==> src/rtl/fp_mag_addsub_pipe_pkg.sv <==
// ----------------------------------------------------------------------------
// fp_mag_addsub_pipe_pkg
// Shared constants and helpers for the FP magnitude add/sub pipeline.
//   - Default half-precision field widths.
//   - Bit positions of the result flag vector.
//   - Round-to-nearest-even increment decision.
//   - Exponent bias / all-ones helpers.
// No ports (package).
// ----------------------------------------------------------------------------
package fp_mag_addsub_pipe_pkg;

    localparam int DEF_EXP_W  = 5;
    localparam int DEF_FRAC_W = 10;

    localparam int FLAG_W       = 5;
    localparam int FLAG_ZERO    = 4;
    localparam int FLAG_SUBN    = 3;
    localparam int FLAG_UF      = 2;
    localparam int FLAG_OF      = 1;
    localparam int FLAG_INEXACT = 0;

    // Round up when the guard bit is set and the value is either above the
    // halfway point (R or S set) or exactly halfway with an odd LSB.
    function automatic logic rne_round_up(input logic lsb, input logic g,
                                          input logic r, input logic s);
        return g && (r || s || lsb);
    endfunction

    function automatic int exp_all_ones(input int expW);
        return (1 << expW) - 1;
    endfunction

    function automatic int exp_bias(input int expW);
        return (1 << (expW - 1)) - 1;
    endfunction

endpackage

==> src/rtl/fp_mag_addsub_pipe_lzc.sv <==
// ----------------------------------------------------------------------------
// fp_mag_addsub_pipe_lzc
// Priority leading-zero counter used by the normalisation stage.
// Ports:
//   i_value  in   W    vector to scan, MSB first
//   o_count  out  CW   number of zeros above the first set bit (W if all zero)
// ----------------------------------------------------------------------------
module fp_mag_addsub_pipe_lzc
    import fp_mag_addsub_pipe_pkg::*;
#(
    parameter int W  = 14,
    parameter int CW = $clog2(W + 1)
) (
    input  logic [W-1:0]  i_value,
    output logic [CW-1:0] o_count
);

    // Scan from LSB upward so the highest set bit is the last one written.
    always_comb begin
        o_count = CW'(W);
        for (int i = 0; i < W; i++) begin
            if (i_value[i]) begin
                o_count = CW'(W - 1 - i);
            end
        end
    end

endmodule

==> src/rtl/fp_mag_addsub_pipe.sv <==
// ----------------------------------------------------------------------------
// fp_mag_addsub_pipe
// Three-stage pipelined magnitude add/sub of exponent-aligned operands with
// normalisation, round-to-nearest-even and IEEE packing with status flags.
// Stage 1 adds/subtracts, stage 2 normalises, stage 3 rounds and packs.
// Ports:
//   i_clk        in   1           clock, rising edge
//   i_rst        in   1           synchronous active-high reset
//   i_in_valid   in   1           operand beat valid
//   o_in_ready   out  1           stage accepts a beat this cycle
//   i_op         in   1           0 = A+B, 1 = A-B
//   i_sign_a     in   1           sign of A
//   i_sign_b     in   1           sign of B before i_op
//   i_in_exp     in   EXP_W       common biased exponent (0 = subnormal)
//   i_in_mant_a  in   MW          {hidden,frac,G,R,S}, already aligned
//   i_in_mant_b  in   MW          same format as A
//   o_out_valid  out  1           result valid
//   i_out_ready  in   1           downstream accepts the result
//   o_q          out  QW          packed {sign,exp,frac}
//   o_flags      out  5           {ZERO,SUBN,UF,OF,INEXACT}
// ----------------------------------------------------------------------------
module fp_mag_addsub_pipe
    import fp_mag_addsub_pipe_pkg::*;
#(
    parameter  int EXP_W  = DEF_EXP_W,
    parameter  int FRAC_W = DEF_FRAC_W,
    localparam int MW     = FRAC_W + 4,
    localparam int QW     = 1 + EXP_W + FRAC_W
) (
    input  logic              i_clk,
    input  logic              i_rst,
    input  logic              i_in_valid,
    output logic              o_in_ready,
    input  logic              i_op,
    input  logic              i_sign_a,
    input  logic              i_sign_b,
    input  logic [EXP_W-1:0]  i_in_exp,
    input  logic [MW-1:0]     i_in_mant_a,
    input  logic [MW-1:0]     i_in_mant_b,
    output logic              o_out_valid,
    input  logic              i_out_ready,
    output logic [QW-1:0]     o_q,
    output logic [FLAG_W-1:0] o_flags
);

    // Two spare exponent bits cover the carry increment and the rounding
    // increment on top of the largest legal input exponent.
    localparam int EW = EXP_W + 2;
    localparam int CW = $clog2(MW + 1);
    localparam int SW = FRAC_W + 2;
    localparam logic [EW-1:0] EXP_MAX = EW'(exp_all_ones(EXP_W));

    logic r_v1, r_v2, r_v3;
    logic w_ld1, w_ld2, w_ld3;

    logic              r_sign1;
    logic [EW-1:0]     r_exp1;
    logic [MW:0]       r_mant1;
    logic              r_sign2;
    logic [EW-1:0]     r_exp2;
    logic [MW-1:0]     r_mant2;
    logic [QW-1:0]     r_q;
    logic [FLAG_W-1:0] r_flags;

    // Each stage loads when it is empty or its successor is loading, so a
    // full pipe under continuous ready still moves one beat per cycle.
    assign w_ld3       = !r_v3 || i_out_ready;
    assign w_ld2       = !r_v2 || w_ld3;
    assign w_ld1       = !r_v1 || w_ld2;
    assign o_in_ready  = w_ld1;
    assign o_out_valid = r_v3;
    assign o_q         = r_q;
    assign o_flags     = r_flags;

    // ---------------- Stage 1: effective add / subtract ----------------
    logic          w_effSub, w_signB, w_aGeB, w_sign1;
    logic [EW-1:0] w_exp1;
    logic [MW:0]   w_mant1;

    // Subtraction always produces a non-negative magnitude by ordering the
    // operands; exact cancellation is forced to +0.
    always_comb begin
        w_effSub = i_sign_a ^ i_sign_b ^ i_op;
        w_signB  = i_sign_b ^ i_op;
        w_aGeB   = (i_in_mant_a >= i_in_mant_b);
        w_exp1   = (i_in_exp == '0) ? EW'(1) : EW'(i_in_exp);
        w_mant1  = {1'b0, i_in_mant_a} + {1'b0, i_in_mant_b};
        w_sign1  = i_sign_a;
        if (w_effSub) begin
            if (w_aGeB) begin
                w_mant1 = {1'b0, i_in_mant_a} - {1'b0, i_in_mant_b};
                w_sign1 = (i_in_mant_a == i_in_mant_b) ? 1'b0 : i_sign_a;
            end else begin
                w_mant1 = {1'b0, i_in_mant_b} - {1'b0, i_in_mant_a};
                w_sign1 = w_signB;
            end
        end
    end

    always_ff @(posedge i_clk) begin
        if (i_rst) begin
            r_v1 <= 1'b0;
        end else if (w_ld1) begin
            r_v1 <= i_in_valid;
        end
    end

    always_ff @(posedge i_clk) begin
        if (w_ld1 && i_in_valid) begin
            r_sign1 <= w_sign1;
            r_exp1  <= w_exp1;
            r_mant1 <= w_mant1;
        end
    end

    // ---------------- Stage 2: normalise ----------------
    logic [CW-1:0] w_lz;
    logic [EW-1:0] w_lzExt, w_shMax, w_shift, w_exp2;
    logic [MW-1:0] w_mant2;

    fp_mag_addsub_pipe_lzc #(.W(MW), .CW(CW)) u_lzc (
        .i_value (r_mant1[MW-1:0]),
        .o_count (w_lz)
    );

    // Left shift stops at exponent 1 so tiny results land in the subnormal
    // encoding; a carry out instead shifts right keeping the lost bit sticky.
    always_comb begin
        w_lzExt = EW'(w_lz);
        w_shMax = r_exp1 - EW'(1);
        w_shift = (w_lzExt < w_shMax) ? w_lzExt : w_shMax;
        w_mant2 = r_mant1[MW-1:0] << w_shift;
        w_exp2  = r_exp1 - w_shift;
        if (r_mant1[MW]) begin
            w_mant2 = {r_mant1[MW:2], r_mant1[1] | r_mant1[0]};
            w_exp2  = r_exp1 + EW'(1);
        end
    end

    always_ff @(posedge i_clk) begin
        if (i_rst) begin
            r_v2 <= 1'b0;
        end else if (w_ld2) begin
            r_v2 <= r_v1;
        end
    end

    always_ff @(posedge i_clk) begin
        if (w_ld2 && r_v1) begin
            r_sign2 <= r_sign1;
            r_exp2  <= w_exp2;
            r_mant2 <= w_mant2;
        end
    end

    // ---------------- Stage 3: round and pack ----------------
    logic              w_g, w_r, w_s, w_inexact, w_up, w_tiny, w_of;
    logic [SW-1:0]     w_sum;
    logic [EW-1:0]     w_expR;
    logic [FRAC_W-1:0] w_frac;
    logic [QW-1:0]     w_q;
    logic [FLAG_W-1:0] w_flags;

    // A hidden bit of zero after rounding means the exponent field is 0;
    // a subnormal that rounds up into the hidden bit becomes the smallest
    // normal naturally because its working exponent is already 1.
    always_comb begin
        w_g       = r_mant2[2];
        w_r       = r_mant2[1];
        w_s       = r_mant2[0];
        w_inexact = w_g | w_r | w_s;
        w_up      = rne_round_up(r_mant2[3], w_g, w_r, w_s);
        w_sum     = {1'b0, r_mant2[MW-1:3]} + SW'(w_up);
        w_tiny    = !r_mant2[MW-1];
        w_frac    = w_sum[FRAC_W-1:0];
        w_expR    = w_sum[FRAC_W] ? r_exp2 : '0;
        if (w_sum[SW-1]) begin
            w_expR = r_exp2 + EW'(1);
            w_frac = '0;
        end
        w_of    = (w_expR >= EXP_MAX);
        w_flags = '0;
        if (w_of) begin
            w_q                   = {r_sign2, {EXP_W{1'b1}}, {FRAC_W{1'b0}}};
            w_flags[FLAG_OF]      = 1'b1;
            w_flags[FLAG_INEXACT] = 1'b1;
        end else begin
            w_q                   = {r_sign2, w_expR[EXP_W-1:0], w_frac};
            w_flags[FLAG_ZERO]    = (w_expR == '0) && (w_frac == '0);
            w_flags[FLAG_SUBN]    = (w_expR == '0) && (w_frac != '0);
            w_flags[FLAG_UF]      = w_tiny && w_inexact;
            w_flags[FLAG_INEXACT] = w_inexact;
        end
    end

    // Output registers only change when the downstream side can take a new
    // result, which keeps Q and FLAGS frozen during a stall.
    always_ff @(posedge i_clk) begin
        if (i_rst) begin
            r_v3    <= 1'b0;
            r_q     <= '0;
            r_flags <= '0;
        end else if (w_ld3) begin
            r_v3 <= r_v2;
            if (r_v2) begin
                r_q     <= w_q;
                r_flags <= w_flags;
            end
        end
    end

    // Infinity/NaN exponents must be resolved upstream before reaching here.
    always_ff @(posedge i_clk) begin
        if (!i_rst && i_in_valid && w_ld1) begin
            assert (i_in_exp != {EXP_W{1'b1}});
        end
    end

endmodule

==> config.mk <==
export PLATFORM = sky130hd
export DESIGN_NAME = fp_mag_addsub_pipe
export DESIGN_NICKNAME = d
export VERILOG_FILES = /design/src/rtl/fp_mag_addsub_pipe_pkg.sv /design/src/rtl/fp_mag_addsub_pipe_lzc.sv /design/src/rtl/fp_mag_addsub_pipe.sv
export SDC_FILE = /design/constraint.sdc
export NUM_CORES = 1
export LEC_CHECK = 0
export CORE_MARGIN = 4
export CORE_UTILIZATION = 63
export DETAILED_ROUTE_END_ITERATION = 16
export PLACE_DENSITY = 0.84
export SLEW_MARGIN = 20
export SYNTH_ARGS = -nofsm -noshare
export SYNTH_HDL_FRONTEND = slang
export SYNTH_SLANG_ARGS = --single-unit
==> constraint.sdc <==
create_clock -name i_clk -period 6 [get_ports i_clk]
set_clock_uncertainty 0.1 [all_clocks]
set_input_delay 0.6 -clock i_clk [delete_from_list [all_inputs] [get_ports i_clk]]
set_output_delay 0.6 -clock i_clk [all_outputs]
set_load 0.05 [all_outputs]
# Word-level counts from Yosys, hierarchy flattened
# Cells that the tools add are included.
# classes
addsub	8
magnitude_cmp	3
eq_ne	1
shift	1
muxes	29
bitwise_logic	6
reduce_logical	20
# ops
op	count
two-way mux 15 bit	3
two-way mux 4 bit	8
subtractor 14 x 14 -> 15 bit	2
two-way mux 7 bit	4
adder 14 x 14 -> 15 bit	1
two-way mux 3 bit	5
adder 7 x 1 -> 7 bit, second input constant	2
equality test 14 bit	1
greater-or-equal comparator 14 bit	1
<< shifter 14 x 7 -> 14 bit	1
two-way mux 13 bit	1
adder 11 x 1 -> 12 bit	1
logical NOT 10 bit	1
two-way mux 10 bit	1
nonzero test 10 bit	1
greater-or-equal comparator 7 x 5 -> 1 bit, second input constant	1
logical NOT 7 bit	1
< comparator 4 x 7 -> 1 bit	1
subtractor 7 x 1 -> 7 bit, second input constant	1
subtractor 7 bit	1
logical AND 1 bit	6
logical NOT 5 bit	1
logical OR 1 bit	5
two-way mux 1 bit	5
other kinds (5)	13
# word_totals
register_bits	69
inputBits	40

# Logic depth before layout (Yosys ltp)
# Gate-level depths: netlist of run 1.
# depth
ltp_word	18
depth_mapped	19
mapped_depth_nobuf	19

# Modules after synthesis
# A second synthesis of run 1 with hierarchy kept.
# unflattened
hier_cells	700
hier_area_um2	6023.3
# modules_own_cells
module	n_inst	cells_each	area_per_inst_um2
fp_mag_addsub_pipe	1	675	5876.9
fp_mag_addsub_pipe_lzc	1	25	146.4

# Worst setup path after synthesis of run 1
# No wires, ideal clock.
# synth_path
path_type	register to register
from	register r_mant1[2]
to	register r_exp2[4], data pin
arrival_ns	3.565
t_required_ns	5.638
slack_ns	2.072
path_stages_with_launch	18
n_path_buf	1
synth_period_minus_slack_ns	3.928
cell_sequence	edfxtp_1 o31ai_1 a211oi_1 o31ai_1 inv_1 ha_1 o21a_1 o21a_1 o22ai_2 a31oi_4 mux2i_1 buf_4 ha_1 nor2b_1 o22ai_1 nand2_1 a21oi_1 xor2_1
# synth_via
elab_chain_cells	16
# synth_lines
element	line	text
from (decl)	fp_mag_addsub_pipe.sv:58	logic [MW:0] r_mant1;
from (signal assigned)	fp_mag_addsub_pipe.sv:112	r_mant1 <= w_mant1;
two-way mux 3 bit * (4 in a row)	fp_mag_addsub_pipe_lzc.sv:22	if (i_value[i]) begin
two-way mux 4 bit * (8 in a row)	fp_mag_addsub_pipe_lzc.sv:22	
< comparator 4 x 7 -> 1 bit	fp_mag_addsub_pipe.sv:131	w_shift = (w_lzExt < w_shMax) ? w_lzExt : w_shMax;
two-way mux 7 bit *	fp_mag_addsub_pipe.sv:131	
subtractor 7 bit *	fp_mag_addsub_pipe.sv:133	w_exp2 = r_exp1 - w_shift;
two-way mux 7 bit *	fp_mag_addsub_pipe.sv:134	if (r_mant1[MW]) begin
via w_exp2[4]	fp_mag_addsub_pipe.sv:118	logic [EW-1:0] w_lzExt, w_shMax, w_shift, w_exp2;
to (signal assigned)	fp_mag_addsub_pipe.sv:151	r_exp2 <= w_exp2;
to (decl)	fp_mag_addsub_pipe.sv:60	logic [EW-1:0] r_exp2;
# The timed path passes the listed nets; every way through them passes the cells marked *.
# A chain may end at the register's enable or synchronous reset.

# Final worst setup path of run 1
# layout_path
from	register r_mant1[10]
to	register r_exp2[4], data pin
# layout_via
elab_chain_cells	8
# layout_lines
element	line
two-way mux 4 bit * (4 in a row)	fp_mag_addsub_pipe_lzc.sv:22
< comparator 4 x 7 -> 1 bit	fp_mag_addsub_pipe.sv:131
two-way mux 7 bit *	fp_mag_addsub_pipe.sv:131
subtractor 7 bit *	fp_mag_addsub_pipe.sv:133
two-way mux 7 bit *	fp_mag_addsub_pipe.sv:134
via w_exp2[4]	fp_mag_addsub_pipe.sv:118
# Marks and branches as above.

==> run_results.csv, run 1 <==
group,metric,value,unit
logic_synthesis,yosys.area.top_type,"edfxtp_1",
logic_synthesis,syn-num-nets,800,
critical_path,worstPathRequired,5980,ps
die,io_pins,63,
timing,relSlewSlack,27.7,%
critical_path,arrival,4600,ps
timing,period_share,76.9,%
grt,grt_use_total,28.8,%
worst_hold_path,hp-start,"r_sign1",
finish,nNetsFinal,850,
place,place.gp.congestion,0.969,
place,dpl.hpwl,12800,um
critical_path,reg2reg_depth,15,
clock_tree,htreeDepth,3,
grt,grt_pass1_wl,26400,um
routing,ant_nets,0,
logic_synthesis,netlist.area_leader.share,21.6,%
clock_tree,clk_pin_slew,90,ps
critical_path,cp-end-kind,"flip-flop",
clock_tree,cts_sinks,67,
run,drv_cap,0,
die,fp.dieH,105,um
routing,drt-vias-per-instance,6.37,
logic_synthesis,synth-seq-area-share,29.6,%
worst_hold_path,whs_path_depth,0,
critical_path,path_max_fanout,14,
finish,n_antenna_cell,0,
timing,max_slew.worst_pin.slew,1080,ps
timing,setup_tns,0,ps
routing,drc,0,
die,row_count,35,
clock_tree,hold_buffers,0,
die,die_x,105,um
routing,vias,5658,
clock_tree,cts_buffers,9,
die,start_util,64.8,%
power,leakagePower,2.83,nW
critical_path,r2r_slack,1380,ps
grt,grt_pass1_vias,5540,
logic_synthesis,synth_seq_cells,67,
timing,fin_crit,4620,ps
place,io_buffers,62,
clock_tree,cts_resized,0,
run_status,outcome,"finished, final reports clean",
routing,drtIter0Drc,418,
finish,syn2layout_area_growth,15.5,%
worst_hold_path,min_path_type,"reg -> reg",
logic_synthesis,ys_warn_count,0,
logic_synthesis,synthesis.area,5990,sq um
clock_tree,clkLatencyLatePin,350,ps
logic_synthesis,syn-mean-instance-area,8.51,sq um
clock_tree,clockBufferDepth,2,
routing,wl_per_cell,18.0,um
clock_tree,cts_setup_buffers,0,
logic_synthesis,synthCells,704,
timing,drv_slew,0,
routing,drtPass1Iterations,6,
timing,setup_viol,0,
logic_synthesis,yosys-top-cells-area,"edfxtp_1 (22%), ha_1 (11%), dfxtp_1 (8.0%)",
logic_synthesis,synth_ff_type,"edfxtp_1",
logic_synthesis,postSynth.asyncResetShare,0,%
clock_tree,cts_tree,"yes",
logic_synthesis,synth_cell_type_count,69,
power,totalPowerFinal,1.78,mW
die,die_area,11100,sq um
routing,drt_wl_total,16000,um
critical_path,r2r_end,"r_exp2[4]",
critical_path,startpoint_type,"flip-flop",
grt,overflow,0,
clock_tree,cts_root_buf,"clkbuf_8",
power,power_density,258,nW/um^2
worst_hold_path,min_to,"r_sign2",
grt,grt_max_degree,26,
critical_path,rr_startpoint,"r_mant1[10]",
die,core_area,9240,sq um
critical_path,crit_type,"reg -> reg",
finish,mostFrequentLayoutCells,"clkdlybuf4s50_1 (62), nand2_1 (60), nor2_1 (57)",
finish,drive_gt1_share,6.19,%
power,ir_worst_vdd,0.000114,V
timing,fmax,217,MHz
finish,final_common_cell,"clkdlybuf4s50_1",
grt,antenna_found_initial,0,
timing,grt_setup_unrepaired,"no",
timing,hold_viol_final,0,
logic_synthesis,synth_edf_count,43,
[layout make-up]
cell class                      count  area [sq um]
Clock buffer                       10           149
Clock inverter                      6          52.6
Fill cell                         700          2320
Inverter                           57           214
Multi-Input combinational cell    551          3900
Sequential cell                    67          1770
Tap cell                          129           161
Timing Repair Buffer               68           666
[power breakdown]
group | internal [mW] | switching (mW) | leakage, nW
Combinational | 0.315 | 0.450 | 2.12
Clock | 0.182 | 0.192 | 0.105
Sequential | 0.571 | 0.0738 | 0.604
Total | 1.07 | 0.716 | 2.83
[metrics by stage]
step	instances	hold slack (ps)	setup WS (ps)	utilization (%)	instance area (sq um)
2_1_floorplan	704	300	2070	-	5990
3_3_place_gp	872	315	1520	72.5	6700
3_5_place_dp	872	315	1460	72.6	6710
4_1_cts	888	320	1430	74.8	6910
5_1_grt	888	341	1060	74.8	6920
6_report	888	320	1380	74.8	6920
[kinds of logic after synthesis]
family,Yosys count,synth area share [%]
buffers and inverters,86,5.70
adders and majority gates,56,12.2
DFF,67,29.6
and+or+nand+nor,215,17.2
muxes,40,7.12
xor gates and xnor gates,32,4.68
AOI/OAI and AO/OA,208,23.5
[metal layers]
layer | track usage [%] | wire length [um] | share of wire [%]
met1 | 32.3 | 6100 | 38
met2 | 53.1 | 8310 | 52
met3 | 3.61 | 866 | 5.4
met4 | 14.9 | 711 | 4.4
met5 | 0 | 0 | 0
[synth_stat cells (4+ instances only)]
cell type   n
nand2b_1    6
nand4_1     8
clkbuf_1   18
buf_2       9
a211oi_1    9
a21o_1      5
dfxtp_1    24
o21bai_1   17
o221ai_1    4
nand2_1    60
nor2b_1    14
o41ai_1     4
nor2_1     57
and3_1      6
o31ai_1    11
inv_1      55
a21oi_1    48
xor2_1     14
nor4_1      6
xnor2_1    18
a22o_1      5
a32o_1      5
nor3_1     22
o22ai_1     5
mux2i_1    32
o211ai_1    7
or3_1       5
mux2_2      4
o21ai_1    22
a31oi_1    11
edfxtp_1   43
nand3_1    17
o21a_1      9
ha_1       52
fa_1        4
o21ai_0    19
[worst max-delay path, stage by stage (launching register included)]
cell,delay [ps]
edfxtp_1,520
nor4_1,420
a21boi_1,390
ha_1,310
a211o_1,330
o221ai_1,90
a31oi_1,130
a21oi_2,740
inv_1,100
ha_1,240
fa_1,410
nor2b_1,120
o22ai_1,80
nand2_1,120
a21oi_1,80
xor2_1,170
[sequential cells by signal, summed over array words and instances (netlist names)]
| name | count |
|---|---|
| r_v1 | 1 |
| o_flags | 5 |
| r_sign1 | 1 |
| r_exp1 | 5 |
| r_mant1 | 15 |
| r_exp2 | 7 |
| r_mant2 | 14 |
| r_sign2 | 1 |
| r_v2 | 1 |
| o_out_valid | 1 |
| o_q | 16 |
[how the worst max path moves through the flow]
stage / startpoint / end / slack, ps
finish: r_mant1[10] / r_exp2[4] / 1380
global placement: r_mant1[3] / r_exp2[4] / 1520
global route: r_mant1[11] / r_exp2[4] / 1060
CTS: r_mant1[10] / r_exp2[4] / 1430
floorplan: r_mant1[2] / r_exp2[4] / 2070
detailed placement: r_mant1[3] / r_exp2[4] / 1460
Power figures use the tool's default switching activity.
==> run 2, diff against run 1 <==
--- a/config.mk
+++ b/config.mk
@@ -6,9 +6,9 @@
 export NUM_CORES = 1
 export LEC_CHECK = 0
 export CORE_MARGIN = 4
-export CORE_UTILIZATION = 63
+export CORE_UTILIZATION = 53
 export DETAILED_ROUTE_END_ITERATION = 16
-export PLACE_DENSITY = 0.84
+export PLACE_DENSITY = 0.75
 export SLEW_MARGIN = 20
 export SYNTH_ARGS = -nofsm -noshare
 export SYNTH_HDL_FRONTEND = slang
==> constraint.sdc (replaced) <==
create_clock -name i_clk -period 3.97 [get_ports i_clk]
set_clock_uncertainty 0.1 [all_clocks]
set_input_delay 0.397 -clock i_clk [delete_from_list [all_inputs] [get_ports i_clk]]
set_output_delay 0.397 -clock i_clk [all_outputs]
set_load 0.05 [all_outputs]
==> run 2 against run 1 <==
Effect of this change:
- worst setup slack got worse by 1200 ps
- clock power is 96% higher
- non-clock buffer count grew 46
- combinational power grew 74%
- global-route usage fell by 2.7 points
- register-to-register slack worse by 1200 ps
- sequential power grew 46%
- fmax increased by 21%
- die area up 17%
- via count grew 3.2%
- critical endpoint unchanged
==> run_results.csv, run 2 (synthesis results as in run 1) <==
group,metric,value,unit
run_status,outcome,"finished, final reports clean",
routing,drtPass1Iterations,5,
die,core_area,10900,sq um
grt,grt_use_total,26.1,%
timing,period_share,96.0,%
clock_tree,htreeDepth,3,
clock_tree,cts_tree,"yes",
place,dpl.hpwl,13800,um
power,power.internal,1.88,mW
routing,drt-vias-per-instance,6.18,
power,comb_power_share,44.3,%
die,row_count,38,
grt,grt_pass1_wl,27400,um
place,place.gp.congestion,1.01,
routing,wl_per_cell,18.1,um
clock_tree,clk_pin_slew,50,ps
finish,syn2layout_area_growth,23.4,%
critical_path,worstPathRequired,3940,ps
clock_tree,clockBufferDepth,2,
routing,ant_nets,0,
critical_path,startpoint_type,"flip-flop",
clock_tree,cts_root_buf,"clkbuf_16",
critical_path,cp-end-kind,"flip-flop",
critical_path,crit_type,"reg -> reg",
power,p_sw_share,37.4,%
timing,setup_viol,0,
grt,antenna_found_initial,0,
place,io_buffers,62,
worst_hold_path,min_path_type,"reg -> reg",
critical_path,path_max_fanout,3,
finish,nNetsFinal,896,
timing,relSlewSlack,28.4,%
die,die_area,13100,sq um
finish,largest_reg_flops,16,
die,io_pins,63,
finish,mostFrequentLayoutCells,"clkdlybuf4s50_1 (62), nand2_1 (60), nor2_1 (57)",
clock_tree,clkLatencyLatePin,340,ps
routing,drt_wl_total,17100,um
timing,drv_slew,0,
finish,fin_cells,945,
place,place_inst,926,
clock_tree,hold_buffers,0,
die,fp.dieH,114,um
power,clkPwrFrac,24.4,%
grt,overflow,0,
finish,drive_gt1_share,11.9,%
power,switchingPower,1.12,mW
timing,hold_viol_final,0,
grt,grt_max_degree,26,
routing,vias,5837,
place,pre_cts_ws,-22.1,ps
finish,final_common_cell,"clkdlybuf4s50_1",
finish,n_antenna_cell,0,
die,die_x,114,um
grt,grt_pass1_vias,5849,
timing,max_slew.worst_pin.slew,1070,ps
clock_tree,cts_sinks,67,
timing,setup_tns,0,ps
die,start_util,54.8,%
timing,fin_crit,3810,ps
timing,fmax,262,MHz
run,drv_cap,0,
clock_tree,cts_buffers,9,
critical_path,arrival,3780,ps
routing,drc,0,
power,ir_worst_vdd,0.000346,V
timing,final.setup.worst_slack,157,ps
power,totalPowerFinal,3.00,mW
power,power_density,406,nW/um^2
power,leakagePower,3.07,nW
power,seqPwrFrac,31.3,%
routing,drtIter0Drc,441,
==> run 2: layout make-up <==
cell class | count | area (sq um)
Clock inverter | 5 | 35.0
Tap cell | 140 | 175
Inverter | 57 | 214
Timing Repair Buffer | 114 | 1010
Clock buffer | 11 | 243
Multi-Input combinational cell | 551 | 3940
Sequential cell | 67 | 1770
Fill cell | 910 | 3540
==> run 2: routing by layer <==
| layer | track usage [%] | share of wire, % |
|---|---|---|
| met1 | 27.0 | 37 |
| met5 | 0 | 0 |
| met2 | 48.1 | 52 |
| met4 | 17.5 | 6.3 |
| met3 | 4.18 | 4.9 |
==> run 2: power groups by stage <==
stage	logic (mW)	clock network, mW	registers, mW
after floorplan	0.832	0	0.970
after global placement	1.26	0	0.943
after detailed placement	1.27	0	0.948
after CTS	1.28	0.739	0.934
after global routing	1.44	0.778	0.947
final	1.33	0.732	0.939
==> run 2: worst max-delay path, cell delays in order (launching register included) <==
cell and delay, ps:
edfxtp_1 400, o31ai_1 250, a211oi_1 100, o31ai_1 350, inv_1 80, ha_1 220
a211o_1 300, nor2_1 230, a31oi_4 150, mux2i_4 230, buf_4 150, fa_1 430
nor2b_1 130, o22ai_1 90, nand2_1 110, a21oi_1 90, xor2_1 160
==> run 2: worst paths after layout <==
| path | startpoint | cells after the start | slack (ps) | to |
|---|---|---|---|---|
| hold reg to reg | r_sign1 | 0 | 340 | r_sign2 |
| setup / recovery | r_mant1[3] | 16 | 160 | r_exp2[4] |
| setup reg to reg | r_mant1[3] | 16 | 160 | r_exp2[4] |
| hold / removal | r_sign1 | 0 | 340 | r_sign2 |
==> run 2: through the flow <==
step	hold slack, ps	util [%]	cell area (sq um)
floorplan	300	-	5990
global placement	313	64.3	7030
detailed placement	318	64.3	7030
CTS	334	66.9	7310
global route	356	67.6	7390
finish	340	67.6	7390
==> run 2: timing repair <==
item / 4_1_cts / 5_1_grt
buffers inserted: 0 / 3
resized for setup: 0 / 9
setup endpoints to repair: 0 / 11
==> run 3, diff against run 2 <==
--- a/config.mk
+++ b/config.mk
@@ -5,7 +5,7 @@
 export SDC_FILE = /design/constraint.sdc
 export NUM_CORES = 1
 export LEC_CHECK = 0
-export CORE_MARGIN = 4
+export CORE_MARGIN = 5
 export CORE_UTILIZATION = 53
 export DETAILED_ROUTE_END_ITERATION = 16
 export PLACE_DENSITY = 0.75
==> run 3 against run 2 <==
Effect of this change:
- sequential power grew 0.4%
- core utilization shrank 0.16 points
- combinational power is essentially flat
- clock power shrank 2%
- non-clock buffer count shrank 2
- largest cell class unchanged
- cell count shrank 0.21%
- design area shrank 0.24%
- worst setup slack lost 38 ps
- routed wire length shrank 1.8%
- sequential cell count is the same
- count of clock-buffer cells in the layout grew 1
==> run_results.csv, run 3 (synthesis results as in run 1) <==
group,metric,value,unit
run_status,outcome,"finished, final reports clean",
place,io_buffers,62,
routing,drtPass1Iterations,4,
clock_tree,hold_buffers,0,
clock_tree,htreeDepth,3,
worst_hold_path,min_to,"r_sign2",
finish,fin_cells,943,
critical_path,startpoint_type,"flip-flop",
routing,vias,5797,
power,power.internal,1.88,mW
timing,relSlewSlack,33.0,%
finish,multiInputGateArea,3950,sq um
die,die_x,116,um
place,place.gp.congestion,0.953,
routing,wl_per_cell,17.8,um
critical_path,path_max_fanout,13,
grt,grt_pass1_vias,5722,
die,io_pins,63,
clock_tree,clk_pin_slew,50,ps
routing,drc,0,
finish,n_antenna_cell,0,
finish,final_common_cell,"clkdlybuf4s50_1",
routing,drt_wl_total,16800,um
power,p_sw_share,37.0,%
die,fp.dieH,116,um
place,pre_cts_ws,-87.3,ps
timing,setup_viol,0,
finish,nNetsFinal,894,
timing,holdWs,324,ps
critical_path,r2r_slack,120,ps
clock_tree,cts_sinks,67,
finish,fill_cells,902,
grt,antenna_found_initial,0,
critical_path,rr_startpoint,"r_mant1[13]",
grt,overflow,0,
clock_tree,clockBufferDepth,2,
finish,mostFrequentLayoutCells,"clkdlybuf4s50_1 (62), nand2_1 (60), nor2_1 (55), inv_1 (55), ha_1 (52)",
critical_path,cp_slowest_cell,"a222oi_1",
timing,grt_setup_unrepaired,"yes",
finish,drive_gt1_share,12.5,%
power,clkPwrFrac,24.0,%
critical_path,crit_path_max_incr_delay,430,ps
die,die_area,13500,sq um
place,dpl.hpwl,13600,um
finish,seq_area,1770,sq um
critical_path,worstPathRequired,3940,ps
finish,syn2layout_area_growth,23.1,%
finish,largest_reg_flops,16,
routing,ant_nets,0,
grt,grt_pass1_wl,27200,um
timing,period_share,97.0,%
critical_path,reg2reg_depth,12,
routing,drt-vias-per-instance,6.15,
grt,grt_use_total,25.4,%
power,power_density,405,nW/um^2
critical_path,path_buf_inv,2,
worst_hold_path,min_path_type,"reg -> reg",
worst_hold_path,whs_path_depth,0,
power,ir_worst_vdd,0.000300,V
timing,fmax,260,MHz
finish,final_core_util,67.4,%
power,seqPwrFrac,31.6,%
critical_path,crit_type,"reg -> reg",
power,comb_power_share,44.4,%
timing,drv_slew,0,
timing,fin_crit,3850,ps
critical_path,path_cells,"nor4_2 -> a21boi_2 -> ha_1 -> a211o_1 -> o221ai_1 -> a31oi_1 -> a21oi_2 -> buf_4 -> mux2i_1 -> mux2i_1 -> a222oi_1 -> inv_1",
critical_path,r2r_end,"r_mant2[7]",
clock_tree,clkLatencyLatePin,330,ps
power,switchingPower,1.10,mW
critical_path,cp-end-kind,"flip-flop",
clock_tree,cts_buffers,9,
die,start_util,54.8,%
die,row_count,38,
critical_path,worst_path_most_repeated_cell,"mux2i_1",
worst_hold_path,hp-start,"r_sign1",
grt,grt_max_degree,26,
place,place_inst,924,
power,leakagePower,3.06,nW
timing,final.setup.worst_slack,118,ps
timing,hold_viol_final,0,
run,drv_cap,0,
critical_path,arrival,3820,ps
power,totalPowerFinal,2.98,mW
clock_tree,cts_tree,"yes",
critical_path,crit_family,"compound AO/OA/AOI/OAI gates",
timing,max_slew.worst_pin.slew,998,ps
clock_tree,cts_root_buf,"clkbuf_16",
die,core_area,10900,sq um
routing,drtIter0Drc,459,
run 3: cell types whose count changed in the layout (fill, tap and decap cells not counted), sizes merged:
cell      previous run  this run
buf                 52        50
clkinvlp             1         0
clkbuf              11        12
run 3: worst max path at each step:
stage / from / endpoint / depth (start not counted)
floorplan: r_mant1[2] / r_exp2[4] / 17
global placement: i_in_mant_a[4] / r_mant1[4] / 12
detailed placement: i_in_mant_a[1] / r_mant1[4] / 12
CTS: r_mant1[10] / r_exp2[4] / 14
global route: r_mant1[2] / r_exp2[4] / 17
finish: r_mant1[13] / r_mant2[7] / 12
run 3: what timing repair did:
item	4_1_cts	5_1_grt
setup buffers	0	3
endpoints found under the setup margin	0	17
resized for setup	0	14
run 3: through the flow:
| stage | instance area, sq um | TNS [ps] |
|---|---|---|
| after floorplan | 5990 | 0 |
| after detailed placement | 7020 | -87.3 |
| after CTS | 7290 | 0 |
| final | 7370 | 0 |
| after global placement | 7020 | -50.1 |
| after global routing | 7370 | -111 |
run 3: final cells by class:
type	instances	area share [%]
multi-input cells	551	53.5
flip-flops and latches	67	24.0
repair buffers	112	13.5
clock buffers	12	3.34
inverters	57	2.90
well taps	140	2.38
clock inverters	4	0.322
run 3: power by group through the flow:
stage,Sequential (mW),Clock [mW],Combinational (mW)
final,0.943,0.717,1.32
after global routing,0.951,0.762,1.44
after floorplan,0.970,0,0.832
after global placement,0.949,0,1.25
after CTS,0.939,0.729,1.27
after detailed placement,0.953,0,1.26
run 3: metal layers:
metal	wire [um]	up-vias	GRT usage [%]
met2	8660	235	45.2
met5	0	-	0
met3	794	63	4.20
met4	942	0	16.9
met1	6360	2737	27.5
li1	-	2762	-
